### config.mk
export PLATFORM = sky130hd
export DESIGN_NAME = seg7_scan_reader
export DESIGN_NICKNAME = d
export VERILOG_FILES = /design/src/rtl/seg7_scan_reader.sv
export SDC_FILE = /design/constraint.sdc
export NUM_CORES = 1
export LEC_CHECK = 0
export BUFFER_PORTS_ARGS = -buffer_cell sky130_fd_sc_hd__buf_2
export CAP_MARGIN = 0
export CELL_PAD_IN_SITES_DETAIL_PLACEMENT = 1
export CELL_PAD_IN_SITES_GLOBAL_PLACEMENT = 2
export CORE_AREA = 10 10 96 90
export DETAILED_ROUTE_END_ITERATION = 10
export DIE_AREA = 0 0 106 100
export PLACE_DENSITY_LB_ADDON = 0.2
export REMOVE_ABC_BUFFERS = 1
export SYNTH_ARGS = -nofsm -noshare
export SYNTH_HDL_FRONTEND = slang
export SYNTH_SLANG_ARGS = --single-unit
export TNS_END_PERCENT = 100
### constraint.sdc
create_clock -name clk -period 6.6 [get_ports clk]
set_input_delay 1.32 -clock clk [delete_from_list [all_inputs] [get_ports clk]]
set_output_delay 1.32 -clock clk [all_outputs]
set_load 0.005 [all_outputs]
### src/rtl/seg7_scan_reader.sv
// Monitor for a common-anode multiplexed 7-segment display: recovers the hex digit shown
// on each position once its pattern has been stable, and flags any pattern it cannot decode.
module seg7_scan_reader #(
  parameter int NDIG   = 4,
  parameter int STABLE = 4
) (
  input  logic                 clk,
  input  logic                 rst,
  input  logic [6:0]           seg_n,
  input  logic [NDIG-1:0]      an_n,
  input  logic                 err_clr,
  output logic [4*NDIG-1:0]    value,
  output logic [NDIG-1:0]      blank,
  output logic                 upd,
  output logic                 err
);

  localparam int CW = $clog2(STABLE + 1);
  localparam int IW = (NDIG > 1) ? $clog2(NDIG) : 1;

  typedef enum logic [1:0] {IDLE, COUNT, HELD} state_t;

  state_t         state, state_n;
  logic [CW-1:0]  cnt, cnt_n;
  logic [6:0]     s_seg;
  logic [NDIG-1:0] s_an;
  logic [3:0]     nlow;
  logic [IW-1:0]  idx;
  logic           qual, match, commit;
  logic           dec_hex, dec_blank;
  logic [3:0]     dec_nib, cur_nib;
  logic           chg, chg_q;

  always_comb begin
    nlow = '0;
    idx  = '0;
    for (int i = 0; i < NDIG; i++) begin
      if (!an_n[i]) begin
        nlow = nlow + 4'd1;
        idx  = IW'(i);
      end
    end
    qual = (nlow == 4'd1);
  end

  // Each sample is counted as it is captured into s_seg/s_an, and the previous
  // capture doubles as the run's stored pattern, so the STABLE-th identical
  // capture commits on the very edge that registers it.
  assign match = (an_n == s_an) && (seg_n == s_seg);

  always_comb begin
    dec_hex   = 1'b1;
    dec_blank = 1'b0;
    dec_nib   = 4'h0;
    case (seg_n)
      7'h40: dec_nib = 4'h0;
      7'h79: dec_nib = 4'h1;
      7'h24: dec_nib = 4'h2;
      7'h30: dec_nib = 4'h3;
      7'h19: dec_nib = 4'h4;
      7'h12: dec_nib = 4'h5;
      7'h02: dec_nib = 4'h6;
      7'h78: dec_nib = 4'h7;
      7'h00: dec_nib = 4'h8;
      7'h10: dec_nib = 4'h9;
      7'h08: dec_nib = 4'hA;
      7'h03: dec_nib = 4'hB;
      7'h46: dec_nib = 4'hC;
      7'h21: dec_nib = 4'hD;
      7'h06: dec_nib = 4'hE;
      7'h0E: dec_nib = 4'hF;
      7'h7F: begin
        dec_hex   = 1'b0;
        dec_blank = 1'b1;
      end
      default: dec_hex = 1'b0;
    endcase
  end

  always_comb begin
    state_n = state;
    cnt_n   = cnt;
    commit  = 1'b0;
    if (!qual) begin
      state_n = IDLE;
      cnt_n   = '0;
    end else begin
      case (state)
        IDLE: begin
          state_n = COUNT;
          cnt_n   = CW'(1);
        end
        COUNT: begin
          if (match) begin
            if (cnt == CW'(STABLE - 1)) begin
              cnt_n   = CW'(STABLE);
              state_n = HELD;
              commit  = 1'b1;
            end else begin
              cnt_n = cnt + CW'(1);
            end
          end else begin
            cnt_n = CW'(1);
          end
        end
        HELD: begin
          if (!match) begin
            state_n = COUNT;
            cnt_n   = CW'(1);
          end
        end
        default: begin
          state_n = IDLE;
          cnt_n   = '0;
        end
      endcase
    end
  end

  always_comb begin
    cur_nib = value[4*int'(idx) +: 4];
    chg     = commit && ((dec_hex && ((cur_nib != dec_nib) || blank[idx])) ||
                         (dec_blank && !blank[idx]));
  end

  // chg_q delays the change flag so upd appears the cycle after the commit is visible.
  always_ff @(posedge clk) begin
    if (rst) begin
      s_seg <= 7'h7F;
      s_an  <= '1;
      state <= IDLE;
      cnt   <= '0;
      value <= '0;
      blank <= '1;
      err   <= 1'b0;
      chg_q <= 1'b0;
      upd   <= 1'b0;
    end else begin
      s_seg <= seg_n;
      s_an  <= an_n;
      state <= state_n;
      cnt   <= cnt_n;
      chg_q <= chg;
      upd   <= chg_q;
      if (commit && dec_hex) begin
        value[4*int'(idx) +: 4] <= dec_nib;
        blank[idx]              <= 1'b0;
      end
      if (commit && dec_blank)
        blank[idx] <= 1'b1;
      if (commit && !dec_hex && !dec_blank)
        err <= 1'b1;
      else if (err_clr)
        err <= 1'b0;
    end
  end

endmodule

==> out/summary.txt <==
Resized cells post-CTS - 0
Setup crit end - blank[2]
crit share post-route - 59.6%
CTS tree - yes
CP endpoint kind - flip-flop
nets - 308
Post-Syn Area - 2390 um^2
peak supply drop - 90.5 uV
Synth area leaders - dfxtp_1 33%, mux2i_1 6.3%, xnor2_1 5.1%
Slew Limit Fails - 0
clock skew - 0.00814 ns
setup ws final - 2.67 ns
post-CTS setup repair buffer count - 0
Req. time, crit path - 6.79 ns
MaxCap Viol Count - 0
Netlist cell types - 58
outcome - complete, no violations
Slew @ Worst Pin - 0.708 ns
Leak Pwr - 1.12 nW
top_reg_cell synth - dfxtp_1
Post-synth EDFFs - 0
H-tree depth - 2
RSZ-0062 raised after global routing - no
mean routed wirelength per cell - 16.9 um
post-synthesis register bit count - 39
Synth area leader - dfxtp_1
Final setup viols - 0
vias in the first global route - 2060
chip width - 106 um
CP Launch Type - primary input
Port Buf Inserts - 35
num rows - 29
clock slew at reported path FFs - 0.08 ns
worst-skew pair later-pin latency - 0.29 ns
Slew HR - 52.3%
final wirelength - 6.48 mm
vias per cell - 5.15
synth cell count leaders - 39 x dfxtp_1, 27 x nand2_1, 15 x mux2i_1, 14 x nor2_1, 14 x xnor2_1
Yosys top cell area share - 32.7%
Final Hold Vio Count - 0
synth warn - 0
GRT Total Usage - 12.4%
drt pass-1 iters - 4
register-to-register setup slack - 4.19 ns
worst setup path start - an_n[1]
reg2reg end - blank[2]
post-route ant nets - 0
first-pass GRT wire length - 11.0 mm
FILL cells - 835
die area - 10600 um^2
total negative setup slack - 0 ns
Max Freq - 254 MHz
initial antenna violation count - 0
layout cells sized above 1 - 22.8%
Initial Utilization - 35.4%
die height - 100 um
DP HPWL - 4.83 mm
clk buf depth - 2
most common cell in the netlist - dfxtp_1
fin crit period - 3.93 ns
RePlAce Congestion - 0.763
initial drt markers - 100
critical path class - in2reg
Congestion Overflow GR - 0
CP max FO - 11
Vias - 1971
pwr/cell area - 182 nW/um^2
Area Overhead vs Synth - 9.80%
r2r worst-path depth - 7
worst path arrival time - 4.12 ns
worst hold path class - reg2reg
num ports - 36
CTS Hold Buffers Added - 0
core area - 6750 um^2
Synth Instances - 268
Async S/R FF share, synth - 0%
worst reg2reg startpoint - cnt[0]
DRC - 0
Root Driver - clkbuf_8
largest net degree at the start of global routing - 21
post-synthesis sequential area ratio - 32.7%
total CTS buffers - 5
number of clock sinks - 39
ANT cells - 0
setup slack at placement - 2.40 ns
Mapped Avg Cell Area - 8.91 um^2
layout make-up:
class                           count  area [um^2]  area share (%)
Tap cell                           93          116            4.44
Clock inverter                      3         20.0           0.763
Sequential cell                    39          781            29.8
Clock buffer                        5         68.8            2.62
Multi-Input combinational cell    198         1420            54.3
Inverter                           10         37.5            1.43
Timing Repair Buffer               35          175            6.68
worst max-delay path, stage by stage:
cell     delay [ns]
buf_2          0.24
inv_1          0.13
ha_1           0.35
xnor2_1        0.16
ha_1           0.32
or3_1          0.32
o211a_2        0.16
nor3_2         0.25
and2_4         0.29
nand3_2        0.16
a221o_1        0.40
logic make-up (layout without fill, tap and decap cells):
logic type               after synthesis  in the layout  share of synthesized area (%)
AO/OA/AOI/OAI                         52             52                           16.3
XOR/XNOR                              19             19                           7.91
adder cells (fa/ha/maj)                5              5                           2.62
buffers and inverters                 31             53                           7.70
flip-flops                            39             39                           32.7
multiplexers                          15             15                           6.29
AND/OR/NAND/NOR                      107            107                           26.5
report_power, final:
group          internal [W]  switching [W]
Sequential         0.000240     0.00000369
Combinational     0.0000266      0.0000453
Clock             0.0000736      0.0000891
worst min-delay path by stage:
stage	depth (start not counted)	start	to
floorplan	1	chg_q	upd
global placement	1	chg_q	upd
detailed placement	1	chg_q	upd
CTS	1	chg_q	upd
global route	1	chg_q	upd
finish	1	chg_q	upd
routing by layer:
| metal | vias to the layer above | GRT usage, % | part of all wire [%] |
|---|---|---|---|
| met5 | - | 0 | 0 |
| met4 | 0 | 2.81 | 0.82 |
| met3 | 5 | 2.37 | 2.0 |
| met2 | 21 | 18.6 | 45 |
| met1 | 946 | 17.8 | 52 |
| li1 | 999 | - | - |
per-stage QoR:
step                hold slack (ns)  instances  power (W)  area [um^2]  utilization (%)
CTS                           0.455        383   0.000484         2620             38.9
global route                  0.476        383   0.000503         2620             38.9
detailed placement            0.448        375   0.000321         2530             37.5
floorplan                     0.414        247   0.000292         2240                -
global placement              0.435        375   0.000321         2530             37.5
finish                        0.453        383   0.000478         2620             38.9
flip-flops by register name, summed over array words and instances, names as in the netlist, named ones only:
register / count
value: 16
s_seg: 7
s_an: 4
blank: 3
cnt: 3
state: 2
chg_q: 1
err: 1
upd: 1
cell usage in the layout (no fill, tap or decap), types with 4 or more instances in the layout:
master	n
a21oi_1	12
a221o_1	5
a31o_1	4
buf_2	35
clkbuf_8	5
dfxtp_1	39
ha_1	5
inv_1	10
mux2i_1	15
nand2_1	27
nand3_1	9
nand4_1	6
nor2_1	14
nor2b_1	7
o211a_1	4
o21ai_0	6
or2_2	8
xnor2_1	14
Note: power is estimated with default switching activity, not from simulation.
